[src/rtl/axi_default_slave_pkg.sv]
// Shared AXI definitions for the default slave: response codes, field widths
// and the read/write channel state encodings.
package axi_default_slave_pkg;

   localparam logic [1:0] RESP_OKAY   = 2'b00;
   localparam logic [1:0] RESP_DECERR = 2'b11;

   localparam int AXI_LEN_W   = 8;
   localparam int AXI_SIZE_W  = 3;
   localparam int AXI_BURST_W = 2;

   typedef enum logic {
      R_IDLE,
      R_DATA
   } rd_state_t;

   typedef enum logic [1:0] {
      W_IDLE,
      W_DATA,
      W_RESP
   } wr_state_t;

   // Saturating 16-bit increment used by the optional error counters.
   function automatic logic [15:0] sat_inc16(input logic [15:0] v);
      return (v == 16'hFFFF) ? v : v + 16'd1;
   endfunction

endpackage

[src/rtl/axi_default_slave_if.sv]
// AXI4 bus bundle seen at the crossbar's default-slave port.
// The master modport drives requests; the slave modport answers them.
interface axi_default_slave_if
   import axi_default_slave_pkg::*;
#(
   parameter int ID_W   = 8,
   parameter int DATA_W = 32
) ();

   logic [ID_W-1:0]        AWID;
   logic [31:0]            AWADDR;
   logic [AXI_LEN_W-1:0]   AWLEN;
   logic [AXI_SIZE_W-1:0]  AWSIZE;
   logic [AXI_BURST_W-1:0] AWBURST;
   logic                   AWVALID;
   logic                   AWREADY;

   logic [DATA_W-1:0]      WDATA;
   logic [DATA_W/8-1:0]    WSTRB;
   logic                   WLAST;
   logic                   WVALID;
   logic                   WREADY;

   logic [ID_W-1:0]        BID;
   logic [1:0]             BRESP;
   logic                   BVALID;
   logic                   BREADY;

   logic [ID_W-1:0]        ARID;
   logic [31:0]            ARADDR;
   logic [AXI_LEN_W-1:0]   ARLEN;
   logic [AXI_SIZE_W-1:0]  ARSIZE;
   logic [AXI_BURST_W-1:0] ARBURST;
   logic                   ARVALID;
   logic                   ARREADY;

   logic [ID_W-1:0]        RID;
   logic [DATA_W-1:0]      RDATA;
   logic [1:0]             RRESP;
   logic                   RLAST;
   logic                   RVALID;
   logic                   RREADY;

   modport master (
      output AWID, AWADDR, AWLEN, AWSIZE, AWBURST, AWVALID,
      input  AWREADY,
      output WDATA, WSTRB, WLAST, WVALID,
      input  WREADY,
      input  BID, BRESP, BVALID,
      output BREADY,
      output ARID, ARADDR, ARLEN, ARSIZE, ARBURST, ARVALID,
      input  ARREADY,
      input  RID, RDATA, RRESP, RLAST, RVALID,
      output RREADY
   );

   modport slave (
      input  AWID, AWADDR, AWLEN, AWSIZE, AWBURST, AWVALID,
      output AWREADY,
      input  WDATA, WSTRB, WLAST, WVALID,
      output WREADY,
      output BID, BRESP, BVALID,
      input  BREADY,
      input  ARID, ARADDR, ARLEN, ARSIZE, ARBURST, ARVALID,
      output ARREADY,
      output RID, RDATA, RRESP, RLAST, RVALID,
      input  RREADY
   );

endinterface

[src/rtl/axi_default_slave_rd.sv]
// Read channel of the default slave: accepts one AR at a time and returns
// ARLEN+1 zero-data DECERR beats, RLAST on the final one.
//
// state  | meaning
// -------+-----------------------------------------------------------
// R_IDLE | ARREADY high (from the first edge after reset), waiting AR
// R_DATA | RVALID high, streaming beats until the RLAST handshake
module axi_default_slave_rd
   import axi_default_slave_pkg::*;
#(
   parameter int ID_W   = 8,
   parameter int DATA_W = 32
) (
   input  logic                 ACLK,
   input  logic                 ARESETn,
   input  logic                 arvalid_i,
   input  logic [ID_W-1:0]      arid_i,
   input  logic [AXI_LEN_W-1:0] arlen_i,
   input  logic                 rready_i,
   output logic                 arready_o,
   output logic                 rvalid_o,
   output logic [ID_W-1:0]      rid_o,
   output logic [DATA_W-1:0]    rdata_o,
   output logic [1:0]           rresp_o,
   output logic                 rlast_o,
   output logic                 rd_done_o
);

   rd_state_t              state_q;
   logic                   arready_q;
   logic                   rvalid_q;
   logic                   rlast_q;
   logic [ID_W-1:0]        rid_q;
   logic [AXI_LEN_W-1:0]   len_q;
   logic [AXI_LEN_W-1:0]   beat_q;

   // Read FSM; RLAST is precomputed one beat ahead so it is a plain flop.
   always_ff @(posedge ACLK or negedge ARESETn) begin
      if (!ARESETn) begin
         state_q   <= R_IDLE;
         arready_q <= 1'b0;
         rvalid_q  <= 1'b0;
         rlast_q   <= 1'b0;
         rid_q     <= '0;
         len_q     <= '0;
         beat_q    <= '0;
      end else begin
         case (state_q)
            R_IDLE: begin
               arready_q <= 1'b1;
               if (arvalid_i && arready_q) begin
                  rid_q     <= arid_i;
                  len_q     <= arlen_i;
                  beat_q    <= '0;
                  rlast_q   <= (arlen_i == '0);
                  rvalid_q  <= 1'b1;
                  arready_q <= 1'b0;
                  state_q   <= R_DATA;
               end
            end
            R_DATA: begin
               if (rready_i) begin
                  if (rlast_q) begin
                     rvalid_q  <= 1'b0;
                     rlast_q   <= 1'b0;
                     arready_q <= 1'b1;
                     state_q   <= R_IDLE;
                  end else begin
                     // beat_q stops at len_q, so the +1 never wraps (ARLEN=255 -> 256 beats)
                     beat_q  <= beat_q + 8'd1;
                     rlast_q <= ((beat_q + 8'd1) == len_q);
                  end
               end
            end
         endcase
      end
   end

   assign arready_o = arready_q;
   assign rvalid_o  = rvalid_q;
   assign rid_o     = rid_q;
   assign rdata_o   = '0;
   assign rresp_o   = RESP_DECERR;
   assign rlast_o   = rlast_q;
   // Internal event for the optional burst counter only; not a bus output.
   assign rd_done_o = rvalid_q & rready_i & rlast_q;

endmodule

[src/rtl/axi_default_slave.sv]
// AXI4 default slave: terminates every transaction routed to unmapped space
// with DECERR. Reads return zeros, write data is drained and dropped.
// Read and write channels are independent, one outstanding each.
// Optional feature: define DS_ERR_CNT_EN to add saturating 16-bit counters
// of completed read bursts (rd_err_cnt) and write responses (wr_err_cnt).
//
// state  | meaning
// -------+-----------------------------------------------------------
// W_IDLE | AWREADY high, WREADY low; W beats before AW are held off
// W_DATA | WREADY high, beats discarded until the WLAST handshake
// W_RESP | BVALID high with DECERR until BREADY
module axi_default_slave
   import axi_default_slave_pkg::*;
#(
   parameter int ID_W   = 8,
   parameter int DATA_W = 32
) (
   input  logic              ACLK,
   input  logic              ARESETn,
   axi_default_slave_if.slave s_axi
`ifdef DS_ERR_CNT_EN
   ,
   output logic [15:0]       rd_err_cnt,
   output logic [15:0]       wr_err_cnt
`endif
);

   wr_state_t         wstate_q;
   logic              awready_q;
   logic              wready_q;
   logic              bvalid_q;
   logic [ID_W-1:0]   bid_q;
   logic              rd_done;
   logic              wr_done;

   axi_default_slave_rd #(
      .ID_W   (ID_W),
      .DATA_W (DATA_W)
   ) u_rd (
      .ACLK      (ACLK),
      .ARESETn   (ARESETn),
      .arvalid_i (s_axi.ARVALID),
      .arid_i    (s_axi.ARID),
      .arlen_i   (s_axi.ARLEN),
      .rready_i  (s_axi.RREADY),
      .arready_o (s_axi.ARREADY),
      .rvalid_o  (s_axi.RVALID),
      .rid_o     (s_axi.RID),
      .rdata_o   (s_axi.RDATA),
      .rresp_o   (s_axi.RRESP),
      .rlast_o   (s_axi.RLAST),
      .rd_done_o (rd_done)
   );

   // Write FSM; burst length is not checked, WLAST alone ends the burst.
   always_ff @(posedge ACLK or negedge ARESETn) begin
      if (!ARESETn) begin
         wstate_q  <= W_IDLE;
         awready_q <= 1'b0;
         wready_q  <= 1'b0;
         bvalid_q  <= 1'b0;
         bid_q     <= '0;
      end else begin
         case (wstate_q)
            W_IDLE: begin
               awready_q <= 1'b1;
               if (s_axi.AWVALID && awready_q) begin
                  bid_q     <= s_axi.AWID;
                  awready_q <= 1'b0;
                  wready_q  <= 1'b1;
                  wstate_q  <= W_DATA;
               end
            end
            W_DATA: begin
               if (s_axi.WVALID && s_axi.WLAST) begin
                  wready_q <= 1'b0;
                  bvalid_q <= 1'b1;
                  wstate_q <= W_RESP;
               end
            end
            W_RESP: begin
               if (s_axi.BREADY) begin
                  bvalid_q  <= 1'b0;
                  awready_q <= 1'b1;
                  wstate_q  <= W_IDLE;
               end
            end
            default: begin
               awready_q <= 1'b0;
               wready_q  <= 1'b0;
               bvalid_q  <= 1'b0;
               wstate_q  <= W_IDLE;
            end
         endcase
      end
   end

   assign s_axi.AWREADY = awready_q;
   assign s_axi.WREADY  = wready_q;
   assign s_axi.BVALID  = bvalid_q;
   assign s_axi.BID     = bid_q;
   assign s_axi.BRESP   = RESP_DECERR;

   assign wr_done = bvalid_q & s_axi.BREADY;

`ifdef DS_ERR_CNT_EN
   logic [15:0] rd_err_cnt_q, rd_err_cnt_d;
   logic [15:0] wr_err_cnt_q, wr_err_cnt_d;

   always_comb begin
      rd_err_cnt_d = rd_err_cnt_q;
      wr_err_cnt_d = wr_err_cnt_q;
      if (rd_done) rd_err_cnt_d = sat_inc16(rd_err_cnt_q);
      if (wr_done) wr_err_cnt_d = sat_inc16(wr_err_cnt_q);
   end

   // Terminated-burst counters, saturating so they never roll back to zero.
   always_ff @(posedge ACLK or negedge ARESETn) begin
      if (!ARESETn) begin
         rd_err_cnt_q <= '0;
         wr_err_cnt_q <= '0;
      end else begin
         rd_err_cnt_q <= rd_err_cnt_d;
         wr_err_cnt_q <= wr_err_cnt_d;
      end
   end

   assign rd_err_cnt = rd_err_cnt_q;
   assign wr_err_cnt = wr_err_cnt_q;
`else
   logic unused_done;
   assign unused_done = rd_done ^ wr_done;
`endif

   // Payload fields the default slave has no use for.
   logic unused_payload;
   assign unused_payload = ^{s_axi.AWADDR, s_axi.AWLEN, s_axi.AWSIZE, s_axi.AWBURST,
                             s_axi.WDATA, s_axi.WSTRB,
                             s_axi.ARADDR, s_axi.ARSIZE, s_axi.ARBURST};

endmodule
[src/flat_wrapper.sv]
// flat-port wrapper written by rule: the top's interface ports become plain ports
module axi_default_slave_flat import axi_default_slave_pkg::*;
#(
   parameter int ID_W   = 8,
   parameter int DATA_W = 32
)
  (ACLK, ARESETn, s_axi_AWID, s_axi_AWADDR, s_axi_AWLEN, s_axi_AWSIZE, s_axi_AWBURST, s_axi_AWVALID, s_axi_AWREADY, s_axi_WDATA, s_axi_WSTRB, s_axi_WLAST, s_axi_WVALID, s_axi_WREADY, s_axi_BID, s_axi_BRESP, s_axi_BVALID, s_axi_BREADY, s_axi_ARID, s_axi_ARADDR, s_axi_ARLEN, s_axi_ARSIZE, s_axi_ARBURST, s_axi_ARVALID, s_axi_ARREADY, s_axi_RID, s_axi_RDATA, s_axi_RRESP, s_axi_RLAST, s_axi_RVALID, s_axi_RREADY);
  axi_default_slave_if #(.ID_W(ID_W), .DATA_W(DATA_W)) s_axi_i ();
  input  logic ACLK;
  input  logic ARESETn;
  input wire logic [$bits(s_axi_i.AWID)-1:0] s_axi_AWID;
  input wire logic [$bits(s_axi_i.AWADDR)-1:0] s_axi_AWADDR;
  input wire logic [$bits(s_axi_i.AWLEN)-1:0] s_axi_AWLEN;
  input wire logic [$bits(s_axi_i.AWSIZE)-1:0] s_axi_AWSIZE;
  input wire logic [$bits(s_axi_i.AWBURST)-1:0] s_axi_AWBURST;
  input wire logic [$bits(s_axi_i.AWVALID)-1:0] s_axi_AWVALID;
  output wire logic [$bits(s_axi_i.AWREADY)-1:0] s_axi_AWREADY;
  input wire logic [$bits(s_axi_i.WDATA)-1:0] s_axi_WDATA;
  input wire logic [$bits(s_axi_i.WSTRB)-1:0] s_axi_WSTRB;
  input wire logic [$bits(s_axi_i.WLAST)-1:0] s_axi_WLAST;
  input wire logic [$bits(s_axi_i.WVALID)-1:0] s_axi_WVALID;
  output wire logic [$bits(s_axi_i.WREADY)-1:0] s_axi_WREADY;
  output wire logic [$bits(s_axi_i.BID)-1:0] s_axi_BID;
  output wire logic [$bits(s_axi_i.BRESP)-1:0] s_axi_BRESP;
  output wire logic [$bits(s_axi_i.BVALID)-1:0] s_axi_BVALID;
  input wire logic [$bits(s_axi_i.BREADY)-1:0] s_axi_BREADY;
  input wire logic [$bits(s_axi_i.ARID)-1:0] s_axi_ARID;
  input wire logic [$bits(s_axi_i.ARADDR)-1:0] s_axi_ARADDR;
  input wire logic [$bits(s_axi_i.ARLEN)-1:0] s_axi_ARLEN;
  input wire logic [$bits(s_axi_i.ARSIZE)-1:0] s_axi_ARSIZE;
  input wire logic [$bits(s_axi_i.ARBURST)-1:0] s_axi_ARBURST;
  input wire logic [$bits(s_axi_i.ARVALID)-1:0] s_axi_ARVALID;
  output wire logic [$bits(s_axi_i.ARREADY)-1:0] s_axi_ARREADY;
  output wire logic [$bits(s_axi_i.RID)-1:0] s_axi_RID;
  output wire logic [$bits(s_axi_i.RDATA)-1:0] s_axi_RDATA;
  output wire logic [$bits(s_axi_i.RRESP)-1:0] s_axi_RRESP;
  output wire logic [$bits(s_axi_i.RLAST)-1:0] s_axi_RLAST;
  output wire logic [$bits(s_axi_i.RVALID)-1:0] s_axi_RVALID;
  input wire logic [$bits(s_axi_i.RREADY)-1:0] s_axi_RREADY;
  assign s_axi_i.AWID = s_axi_AWID;
  assign s_axi_i.AWADDR = s_axi_AWADDR;
  assign s_axi_i.AWLEN = s_axi_AWLEN;
  assign s_axi_i.AWSIZE = s_axi_AWSIZE;
  assign s_axi_i.AWBURST = s_axi_AWBURST;
  assign s_axi_i.AWVALID = s_axi_AWVALID;
  assign s_axi_AWREADY = s_axi_i.AWREADY;
  assign s_axi_i.WDATA = s_axi_WDATA;
  assign s_axi_i.WSTRB = s_axi_WSTRB;
  assign s_axi_i.WLAST = s_axi_WLAST;
  assign s_axi_i.WVALID = s_axi_WVALID;
  assign s_axi_WREADY = s_axi_i.WREADY;
  assign s_axi_BID = s_axi_i.BID;
  assign s_axi_BRESP = s_axi_i.BRESP;
  assign s_axi_BVALID = s_axi_i.BVALID;
  assign s_axi_i.BREADY = s_axi_BREADY;
  assign s_axi_i.ARID = s_axi_ARID;
  assign s_axi_i.ARADDR = s_axi_ARADDR;
  assign s_axi_i.ARLEN = s_axi_ARLEN;
  assign s_axi_i.ARSIZE = s_axi_ARSIZE;
  assign s_axi_i.ARBURST = s_axi_ARBURST;
  assign s_axi_i.ARVALID = s_axi_ARVALID;
  assign s_axi_ARREADY = s_axi_i.ARREADY;
  assign s_axi_RID = s_axi_i.RID;
  assign s_axi_RDATA = s_axi_i.RDATA;
  assign s_axi_RRESP = s_axi_i.RRESP;
  assign s_axi_RLAST = s_axi_i.RLAST;
  assign s_axi_RVALID = s_axi_i.RVALID;
  assign s_axi_i.RREADY = s_axi_RREADY;
  axi_default_slave #(.ID_W(ID_W), .DATA_W(DATA_W)) u_core (.ACLK(ACLK), .ARESETn(ARESETn), .s_axi(s_axi_i));
endmodule
[config.mk]
export PLATFORM = sky130hd
export DESIGN_NAME = axi_default_slave_flat
export DESIGN_NICKNAME = d
export VERILOG_FILES = /design/src/rtl/axi_default_slave_pkg.sv /design/src/rtl/axi_default_slave_if.sv /design/src/rtl/axi_default_slave_rd.sv /design/src/rtl/axi_default_slave.sv /design/src/flat_wrapper.sv
export SDC_FILE = /design/constraint.sdc
export NUM_CORES = 1
export LEC_CHECK = 0
export CELL_PAD_IN_SITES_DETAIL_PLACEMENT = 0
export CELL_PAD_IN_SITES_GLOBAL_PLACEMENT = 1
export CORE_AREA = 3 3 80 82
export DETAILED_ROUTE_END_ITERATION = 12
export DIE_AREA = 0 0 83 85
export DONT_BUFFER_PORTS = 1
export PLACE_DENSITY_LB_ADDON = 0.25
export SLEW_MARGIN = 20
export SYNTH_ARGS = -nofsm -noshare
export SYNTH_HDL_FRONTEND = slang
export SYNTH_SLANG_ARGS = --single-unit
export TNS_END_PERCENT = 50
[constraint.sdc]
create_clock -name ACLK -period 4.67 [get_ports ACLK]
set_input_delay 1.401 -clock ACLK [delete_from_list [all_inputs] [get_ports ACLK]]
set_output_delay 1.401 -clock ACLK [all_outputs]
set_load 0.01 [all_outputs]
==> results of run 1 <==
## final cells by class
class	instances	share of cell area
inverter	3	0.005184
tap	75	0.04320
clock inverter	1	0.01382
multi-input combinational	141	0.4222
sequential	41	0.4723
clock buffer	7	0.03975
timing repair buffer	1	0.003456
## cell families after synthesis
| logic type | count (synthesis) | synth area share |
|---|---|---|
| compound gates | 30 | 0.08942 |
| xor+xnor | 12 | 0.04941 |
| flops | 41 | 0.4824 |
| buf+inv | 45 | 0.1465 |
| simple gates | 38 | 0.09588 |
| mux | 24 | 0.1271 |
| fa+ha+maj | 1 | 0.005881 |
| other cells | 2 | 0.003531 |
## path summary, 6_finish.rpt
| check | slack (ps) | to |
|---|---|---|
| max | 1990 | u_core.u_rd.beat_q[3] |
| min | 500 | u_core.u_rd.beat_q[7] |
| max reg2reg | 2550 | u_core.u_rd.beat_q[3] |
| min reg2reg | 500 | u_core.u_rd.beat_q[7] |
| max in group asynchronous | 3780 | u_core.u_rd.beat_q[5] |
| min in group asynchronous | 800 | u_core.s_axi.BID[3] |
## layer usage
metal  up-vias  global-route usage  wire length [um]
li1        593                   -                 -
met1       612              0.1310              1536
met2        75              0.1764              1833
met3         8             0.07864               632
met4         0             0.04160                67
met5         -                   0                 0
## report_power, final
| part | total [uW] | switching (uW) | internal [uW] |
|---|---|---|---|
| Sequential | 697 | 188 | 509 |
| Combinational | 366 | 163 | 203 |
| Clock | 292 | 117 | 174 |
## placed cells by master, fill, tap and decap left out, drive strengths merged, types with 4 or more instances in the layout
master	netlist	routed
dfrtp	41	41
a21oi	5	5
o21ai	12	12
mux2	24	24
xnor2	7	7
conb	2	36
clkbuf	2	7
o31ai	4	4
nand2	14	14
nand3	4	4
xor2	5	5
and3	4	4
## worst reg2reg max path, stage by stage (launching register included)
cell and delay (ps):
dfrtp_1 440, nand3b_1 750, and2_1 500, o21ai_0 210, o31ai_1 90
## registers in the layout, summed over array words and instances, names as in the netlist
signal / cells
u_core.s_axi.AWREADY: 1
u_core.s_axi.BID: 8
u_core.s_axi.BVALID: 1
u_core.s_axi.WREADY: 1
u_core.u_rd.arready_o: 1
u_core.u_rd.beat_q: 8
u_core.u_rd.len_q: 8
u_core.u_rd.rid_o: 8
u_core.u_rd.rlast_o: 1
u_core.u_rd.rvalid_o: 1
u_core.u_rd.state_q: 1
u_core.wstate_q: 2
## per-stage QoR
stage | power (uW) | worst slack [ps] | cells | util
floorplan | 1002 | 2359 | 227 | -
global placement | 1051 | 1753 | 261 | 0.3535
detailed placement | 1070 | 1655 | 261 | 0.3535
CTS | 1370 | 1976 | 269 | 0.3735
global route | 1456 | 1771 | 269 | 0.3735
finish | 1355 | 1994 | 269 | 0.3735
==> flow_summary.ini, run 1 <==
[status]
status = complete, no violations

[clock_network]
clock_latency_ps = 290
cts.sinks = 41
cts-htree-levels = 2
clock_path_buffers = 2
cts_resized = 0
postCtsSetupBuffers = 0
cts_inserted_buffers = 5
root_buffer = clkbuf_8
clk_pin_slew_worst_paths_ps = 80
cts_tree = built
hold_buffers = 0

[critical_path]
cp.required_ps = 4830
startpoint_type = input pin
cp_slowest_stage_delay_ps = 630
path_class = in -> reg
cp_num_buf_inv = 0
rr_startpoint = u_core.u_rd.state_q
cp.depth = 4
rr_worst_depth = 4
crit_fanout = 22
cp_data_arrival_time_ps = 2840
cp_cell_sequence = nand3b_1 -> and2_1 -> o21ai_0 -> o31ai_1
cpMaxStageDelayCell = nand3b_1
crit_family = simple AND/OR/NAND/NOR gates
setup.worst_path.end_class = flip-flop
startpoint = s_axi_ARVALID

[global_routing]
antenna_found_initial = 0
grt.total_usage = 0.1164
grt_pass1_vias = 1301
grt-ovfl-total = 0
grt_max_degree = 42
grt_pass1_wl_um = 6541

[place]
place_area_mm2 = 0.002056
port_buffers = 0
place.gp.congestion = 0.7712
dp_hpwl_um = 3066

[synth]
synth_most_common_cell = dfrtp_1
async_reset_ff_frac = 1.000
synth_top_area_cell = dfrtp_1
synthCells = 193
synth.yosys.seq_area_share = 0.4824
ys_types = 35
synth_commonest_cells = dfrtp_1, buf_4, mux2_2
ys_top_cells_by_area = dfrtp_1, buf_4, mux2_2
synth_seq_cells = 41
synth_top_area_share = 0.4824
synth-warning-count = 0
synth_area_per_cell_um2 = 11.02
synth_edf_count = 0
syn_area_mm2 = 0.002127
synth_ff_type = dfrtp_1

[timing]
drv_slew = 0
post-route-period-util = 0.5730
hold_viol = 0
setup_viol = 0
setup_tns_ps = 0
whs_ps = 503.4
slew_headroom = 0.3640
rsz0062_at_grt = no
period_needed_ps = 2676
clock-skew-final_ps = 4.070
tightest_slew_ps = 951.1
fmax_mhz = 373.7

[floorplan]
pin_count = 208
die_h_um = 85
rows = 28
core_area_mm2 = 0.005816
initial_utilization = 0.3657
die_area_mm2 = 0.007055
die_w_um = 83

[finish]
drive_above_1_share = 0.1753
area_growth_pct = 2.117
seqCellArea_mm2 = 0.001026
final_cell_area_mm2 = 0.002172
diodes = 0
final_net_count = 344
multi_input_area_um2 = 917.1
fillers = 587

[drt]
vias = 1288
routedWlPerCell_um = 15.13
post-route-drc-count = 0
ant_nets = 0
viasPerCell = 4.788
drt-total-wl_um = 4070
drtIter0Drc = 47
first_pass_iters = 4

[min_path]
holdPathStages = 1
hold_class = reg -> reg
hp-start = u_core.u_rd.beat_q[7]

[pwr]
ir_drop_uv = 237.3
power_leakage_uw = 0.0009912
power.density_mw_per_mm2 = 623.7

[job]
maxCapViolations = 0
No activity file was read; power rests on OpenSTA's default activity.
==> inputs of run 2 (changes only) <==
==> constraint.sdc (replaced) <==
create_clock -name ACLK -period 2.8 [get_ports ACLK]
set_input_delay 0.84 -clock ACLK [delete_from_list [all_inputs] [get_ports ACLK]]
set_output_delay 0.84 -clock ACLK [all_outputs]
set_load 0.01 [all_outputs]
==> flow_summary.ini, run 2 (same netlist as run 1, synthesis figures left out) <==
[clock_network]
cts-htree-levels = 2
clock_path_buffers = 2
root_buffer = clkbuf_8
hold_buffers = 0
clk_pin_slew_worst_paths_ps = 80
postCtsSetupBuffers = 0
cts_resized = 0
cts.sinks = 41
cts_inserted_buffers = 5
cts_tree = built
clock_latency_ps = 290

[job]
maxCapViolations = 0

[global_routing]
antenna_found_initial = 0
grt_pass1_vias = 1294
grt_pass1_wl_um = 6492
grt.total_usage = 0.1151
grt_max_degree = 42
grt-ovfl-total = 0

[pwr]
ir_drop_uv = 451.1
total_power_uw = 2251
power_leakage_uw = 0.0009953
power.density_mw_per_mm2 = 1033

[place]
port_buffers = 0
place.gp.congestion = 0.7480
dp_hpwl_um = 3031

[finish]
area_growth_pct = 2.471
utilization = 0.3748
diodes = 0
final_net_count = 345
drive_above_1_share = 0.1795
layout_commonest_cell = dfrtp_1
layout_common_cells = dfrtp_1, conb_1, mux2_2

[timing]
fmax_mhz = 555.1
clock-skew-final_ps = 4.517
slew_headroom = 0.6643
setup_viol = 0
rsz0062_at_grt = no
post-route-period-util = 0.6433
tightest_slew_ps = 502.1
whs_ps = 238.9
drv_slew = 0
setup_tns_ps = 0
period_needed_ps = 1801
hold_viol = 0

[floorplan]
rows = 28
die_w_um = 83
die_area_mm2 = 0.007055
initial_utilization = 0.3657
pin_count = 208
die_h_um = 85
core_area_mm2 = 0.005816

[drt]
routedWlPerCell_um = 14.73
drtIter0Drc = 41
viasPerCell = 4.748
ant_nets = 0
vias = 1282
post-route-drc-count = 0
drt-total-wl_um = 3976
first_pass_iters = 4

[critical_path]
cp.required_ps = 2960
crit_fanout = 13
setup.worst_path.end_class = flip-flop
path_class = reg -> reg
startpoint_type = flip-flop
cp_data_arrival_time_ps = 1960

[status]
status = complete, no violations

[min_path]
hold_class = in -> async
-- run 2: per-layer routing --
| layer | part of all wire | wire [um] | track usage | vias to the layer above |
|---|---|---|---|---|
| met5 | 0 | 0 | 0 | - |
| met4 | 0.015 | 60 | 0.04458 | 0 |
| met3 | 0.14 | 568 | 0.06214 | 5 |
| met2 | 0.45 | 1790 | 0.1771 | 73 |
| met1 | 0.39 | 1557 | 0.1356 | 608 |
| li1 | - | - | - | 596 |
-- run 2: stage by stage --
| step | instance area (um2) | cells | setup WS [ps] |
|---|---|---|---|
| detailed placement | 2063 | 262 | 773.9 |
| CTS | 2180 | 270 | 1038 |
| global placement | 2063 | 262 | 843.1 |
| finish | 2180 | 270 | 998.7 |
| floorplan | 2255 | 227 | 1050 |
| global route | 2180 | 270 | 814.7 |
-- run 2: final timing paths --
path	from	to	slack (ps)	cells past startpoint
max in group asynchronous	ARESETn	u_core.u_rd.len_q[6]	2470	0
worst min-delay path	ARESETn	u_core.s_axi.BID[7]	240	0
min in group ACLK	u_core.u_rd.beat_q[7]	u_core.u_rd.beat_q[7]	510	1
worst max register to register	u_core.u_rd.rlast_o	u_core.u_rd.beat_q[5]	1000	4
worst max-delay path	u_core.u_rd.rlast_o	u_core.u_rd.beat_q[5]	1000	4
worst min register to register	u_core.u_rd.beat_q[7]	u_core.u_rd.beat_q[7]	510	1
-- run 2: report_power, final --
part           leakage [uW]  internal (uW)  switching, uW
Combinational      0.000443            339            268
Sequential         0.000494            850            310
Clock             0.0000585            291            194
-- run 2: worst max-delay path: stages (launching register included) --
cell      delay, ps
dfrtp_1         470
nand3b_1        480
and2_1          420
o21ai_0         220
o31ai_1          90
-- run 2: final cells by class --
cell class	count	area (um2)
Fill cell	561	3636
Sequential cell	41	1026
Multi-Input combinational cell	141	917.1
Tap cell	75	93.84
Clock buffer	7	86.33
Clock inverter	1	30.03
Timing Repair Buffer	2	15.01
Inverter	3	11.26
==> variant 1 (settings of run 1) <==
Encoding of `wr_state_t`: now one-hot (3 bits for 3 states).
--- a/src/rtl/axi_default_slave_pkg.sv
+++ b/src/rtl/axi_default_slave_pkg.sv
@@ -16,6 +16,6 @@
 
-   typedef enum logic [1:0] {
-      W_IDLE,
-      W_DATA,
-      W_RESP
+   typedef enum logic [2:0] {
+      W_IDLE = 3'b001,
+      W_DATA = 3'b010,
+      W_RESP = 3'b100
    } wr_state_t;
Behaviour: no difference found for any inputs over 10 cycles, from zero or initial values and one cycle with ARESETn low; not proved beyond that.
==> variant 1 against run 1 <==
- first-iteration DRC count rose by 100%
- critical path depth rose by 1
- sequential power fell by 1%
- worst setup slack improved by 0.25 ns
- clock skew rose by 0.0077 ns
- power fell by 5.8%
- sequential cell count rose by 1
- hold slack improved by 0.0025 ns
- cell area rose by 4.5%
- clock power fell by 19%
- wire length rose by 14%
- area after synthesis rose by 6.2%
- largest cell class unchanged
- largest power group unchanged
==> variant 1: results (changes against run 1) <==
Synth
  – Post-Syn Instances: 254 (+32%)
  – Post-synth top cells: 60 x nand2_1, 41 x dfrtp_1, 37 x buf_4
  – Seq/Total Area, Yosys: 46.6% (-1.7 points)
  – Synth top area cells: dfrtp_1 45%, buf_4 12%, nand2_1 10%, mux2_2 4.0%, nor2_1 3.5%
  – Synth unique cells: 42 (+20%)
  – Ys flop type: dfrtp_1

Worst setup path
  – Worst Path Arrival: 2.61 ns (-0.23 ns)
  – Family with the most delay on the worst path: simple AND/OR/NAND/NOR gates
  – Slowest stage cell, crit path: or2_1
  – Crit-path max FO: 19 (-14%)
  – R2r setup slk: 2.74 ns (+0.19 ns)
  – Largest stage delay, worst path: 0.53 ns (-0.10 ns)

Routing
  – Metal3 WL: 583 um (-7.8%)
  – Via count: 1601 (+24%)
  – Initial drt markers: 94 (+100%)
  – Metal2 WL: 2020 um (+10%)
  – WL met1: 2000 um (+30%)
  – Drt pass-1 iters: 5 (+1)
  – Final wirelength: 4650 um (+14%)
  – Via density: 4.88 (+1.9%)

Power and ir drop
  – Leak Pwr: 1.06 nW (+6.9%)
  – Switching pwr: 0.000498 W (+6.1%)
  – Max VDD drop: 0.184 mV (-23%)
  – Seq pwr share: 53.9% (+2.4 points)
  – P_comb: 0.000352 W (-4%)
  – Switching Share: 39.0% (+4.4 points)

Place
  – Area after DPL: 0.00218 mm2 (+6.1%)
  – Pre-CTS setup slack: 1.90 ns (+0.244 ns)
  – Dpl cells: 320 (+23%)
  – Hpwl dp: 3330 um (+8.5%)

Cells and area
  – Layout cells sized above 1: 8.70% (-8.8 points)
  – Final nets: 403 (+17%)
  – Fill count: 623 (+6.1%)

Global route
  – Pin count of the biggest net entering global routing: 43 (+2.4%)
  – Met2 Use GR: 18.7% (+1.1 points)
  – Met3 Use GR: 6.02% (-1.8 points)
  – Met1 global-route usage: 17.4% (+4.3 points)
  – Vias in the first global route: 1428 (+9.8%)
  – First-pass GRT wire length: 7390 um (+13%)
  – Global Route Usage Sum: 13.1% (+1.4 points)

Timing
  – Fin crit period: 2.43 ns (-0.249 ns)
  – Hold WS: 0.506 ns (+0.00247 ns)
  – Setup Skew: 0.0117 ns (+0.00767 ns)
  – Max-slew headroom: 55.6% (+19 points)

Status
  – Status: finished clean

Clock network
  – Worst skew pair latency: 0.29 ns (about the same)
## variant 1: cell count changes in the layout (fill, tap and decap cells not counted), moves of 2 or more
cell      change
nand2_1      +46
nor2_1       +18
mux2_2       -16
a21oi_1       +5
and3_1        -4
nand3_1       +3
xor2_1        -3
clkinv_2      +2
inv_1         +2
o41ai_1       +2
## variant 1: logic make-up after synthesis
kind of cell | count (synthesis) | synth area share (%)
buffers and inverters | 49 | 14.4
xor gates and xnor gates | 8 | 3.10
muxes | 8 | 3.99
and+or+nand+nor | 107 | 20.8
other | 2 | 0.332
AOI/OAI and AO/OA | 37 | 10.2
adders and majority gates | 1 | 0.554
DFF | 42 | 46.6
## variant 1: area by class of cell
| cell class | instances | area (um2) | area share [%] |
|---|---|---|---|
| Tap cell | 75 | 93.8 | 4.13 |
| Clock inverter | 3 | 18.8 | 0.827 |
| Inverter | 5 | 18.8 | 0.827 |
| Clock buffer | 5 | 68.8 | 3.03 |
| Timing Repair Buffer | 1 | 7.51 | 0.331 |
| Sequential cell | 42 | 1050 | 46.4 |
| Multi-Input combinational cell | 197 | 1010 | 44.5 |
## variant 1: worst paths after layout
check                                            startpoint  cells past startpoint                                 to
max                                           s_axi_ARVALID                      5  u_core.u_rd.beat_q[7]$_DFFE_PN0P_
min                        u_core.u_rd.len_q[3]$_DFFE_PN0P_                      2   u_core.u_rd.len_q[3]$_DFFE_PN0P_
max reg2reg                 u_core.u_rd.rlast_o$_DFFE_PN0P_                      4  u_core.u_rd.beat_q[7]$_DFFE_PN0P_
min reg2reg                u_core.u_rd.len_q[3]$_DFFE_PN0P_                      2   u_core.u_rd.len_q[3]$_DFFE_PN0P_
max in group asynchronous                           ARESETn                      0     u_core.wstate_q[0]$_DFFE_PN1P_
min in group asynchronous                           ARESETn                      0  u_core.u_rd.beat_q[7]$_DFFE_PN0P_
==> variant 2 (settings of run 1) <==
Without the edit above. `ID_W` is set to 8 in 4 places; all go to 10.
--- a/src/rtl/axi_default_slave_if.sv
+++ b/src/rtl/axi_default_slave_if.sv
@@ -5,3 +5,3 @@
 #(
-   parameter int ID_W   = 8,
+   parameter int ID_W   = 10,
    parameter int DATA_W = 32
--- a/src/rtl/axi_default_slave_rd.sv
+++ b/src/rtl/axi_default_slave_rd.sv
@@ -10,3 +10,3 @@
 #(
-   parameter int ID_W   = 8,
+   parameter int ID_W   = 10,
    parameter int DATA_W = 32
--- a/src/rtl/axi_default_slave.sv
+++ b/src/rtl/axi_default_slave.sv
@@ -14,3 +14,3 @@
 #(
-   parameter int ID_W   = 8,
+   parameter int ID_W   = 10,
    parameter int DATA_W = 32
--- a/src/flat_wrapper.sv
+++ b/src/flat_wrapper.sv
@@ -3,3 +3,3 @@
 #(
-   parameter int ID_W   = 8,
+   parameter int ID_W   = 10,
    parameter int DATA_W = 32
Interface: changed (resized s_axi_ARID, s_axi_AWID, s_axi_BID and s_axi_RID); port bits go from 208 to 216. No check against the original RTL was run, so the function may have changed too.
==> variant 2 against run 1 <==
- critical path depth stayed put
- global-route usage up 0.056 points
- sequential cell count rose by 4
- maximum frequency increased by 16%
- register-to-register slack gained 0.29 ns
- sequential power rose by 9.0%
- worst setup slack improved by 0.38 ns
- via count increased by 4.6%
- area after synthesis up 7.5%
- wire length grew 2.9%
- cell area rose by 5.9%
- sequential share of layout area increased by 1.7 points
- power rose by 0.65%
- synthesized cell count increased by 5.7%
- critical endpoint is now u_core.u_rd.beat_q[7]$_DFFE_PN0P_
- largest cell class unchanged
==> variant 2: results (changes against run 1) <==
Worst setup path
  – Slowest stage cell, crit path: and2_1
  – Crit-path max FO: 14 (-36%)
  – Critical path launch point: s_axi_RREADY
  – Crit Reg-Reg Startpoint: u_core.u_rd.rlast_o$_DFFE_PN0P_
  – Worst Path Arrival: 2.46 ns (-0.38 ns)
  – Largest stage delay, worst path: 0.42 ns (-0.21 ns)

Power and ir drop
  – Max VDD drop: 0.305 mV (+29%)
  – Leak Pwr: 1.04 nW (+5.1%)

Cells and area
  – Final Non-Filler Cells: 280 (+4.1%)
  – Non-clk buf share: 0.653% (+0.31 points)
  – Layout cells sized above 1: 19.0% (+1.5 points)
  – Multi-In Gates: 146 (+3.5%)
  – Nonclk buf count: 2 (+1)
  – Final nets: 359 (+4.4%)
  – Non-CTS inverters: 4 (+1)

Routing
  – Initial drt markers: 61 (+30%)
  – Post-DR wirelength/cell: 15.0 um (-1.2%)

Place
  – Area after DPL: 0.00222 mm2 (+7.8%)
  – Hpwl dp: 3010 um (-2.0%)
  – Dpl cells: 272 (+4.2%)
  – Pre-CTS setup slack: 2.04 ns (+0.388 ns)

Timing
  – Setup Skew: 0.00390 ns (-0.000166 ns)

Synth
  – Synth top area cells: dfrtp_1 49%, mux2_2 14%, buf_4 12%, xnor2_1 2.7%, nand2_1 2.5%
  – Syn_area_per_cell: 11.2 um2 (+1.7%)
  – Post-synth top cells: 45 x dfrtp_1, 38 x buf_4, 28 x mux2_2
  – Synth unique cells: 34 (-2.9%)

Status
  – Status: finished clean

Global route
  – Pin count of the biggest net entering global routing: 46 (+9.5%)
  – First-pass GRT wire length: 6560 um (+0.31%)

Clock network
  – CTS Sinks: 45 (+9.8%)
==> variant 2: path summary, 6_finish.rpt <==
kind                       cells past startpoint                                end  slack (ns)
setup / recovery                               4  u_core.u_rd.beat_q[7]$_DFFE_PN0P_        2.37
hold / removal                                 1  u_core.u_rd.beat_q[7]$_DFFE_PN0P_        0.51
setup reg to reg                               4  u_core.u_rd.beat_q[7]$_DFFE_PN0P_        2.84
hold reg to reg                                1  u_core.u_rd.beat_q[7]$_DFFE_PN0P_        0.51
max in group asynchronous                      0   u_core.u_rd.len_q[6]$_DFFE_PN0P_        3.79
min in group asynchronous                      0   u_core.u_rd.rid_o[6]$_DFFE_PN0P_        0.80
==> variant 2: power groups by stage <==
| stage | Sequential (W) | Combinational (W) | Clock (W) |
|---|---|---|---|
| after detailed placement | 0.000767 | 0.000374 | 0 |
| after floorplan | 0.000710 | 0.000370 | 0 |
| after global placement | 0.000768 | 0.000365 | 0 |
| after global routing | 0.000788 | 0.000415 | 0.000259 |
| after CTS | 0.000763 | 0.000374 | 0.000243 |
| final | 0.000760 | 0.000370 | 0.000234 |
==> variant 2: per-layer routing <==
metal	global-route usage, %	vias to the layer above	share of wire [%]
met2	16.3	86	39
met3	8.25	4	17
met1	14.4	625	43
met4	3.57	0	0.93
met5	0	-	0
li1	-	632	-
==> variant 2: critical path, delay by kind of cell <==
| family | cells | cell delay [ns] |
|---|---|---|
| AND/OR/NAND/NOR | 2 | 0.77 |
| AO/OA/AOI/OAI | 2 | 0.28 |
==> variant 2: kinds of logic after synthesis <==
family                     count (synthesis)  share of synthesized area, %
buffers and inverters                     47                          14.1
and+or+nand+nor                           39                          8.97
DFF                                       45                          49.2
other                                      2                         0.328
muxes                                     28                          13.8
AOI/OAI and AO/OA                         30                          8.42
xor gates and xnor gates                  12                          4.60
adders and majority gates                  1                         0.547
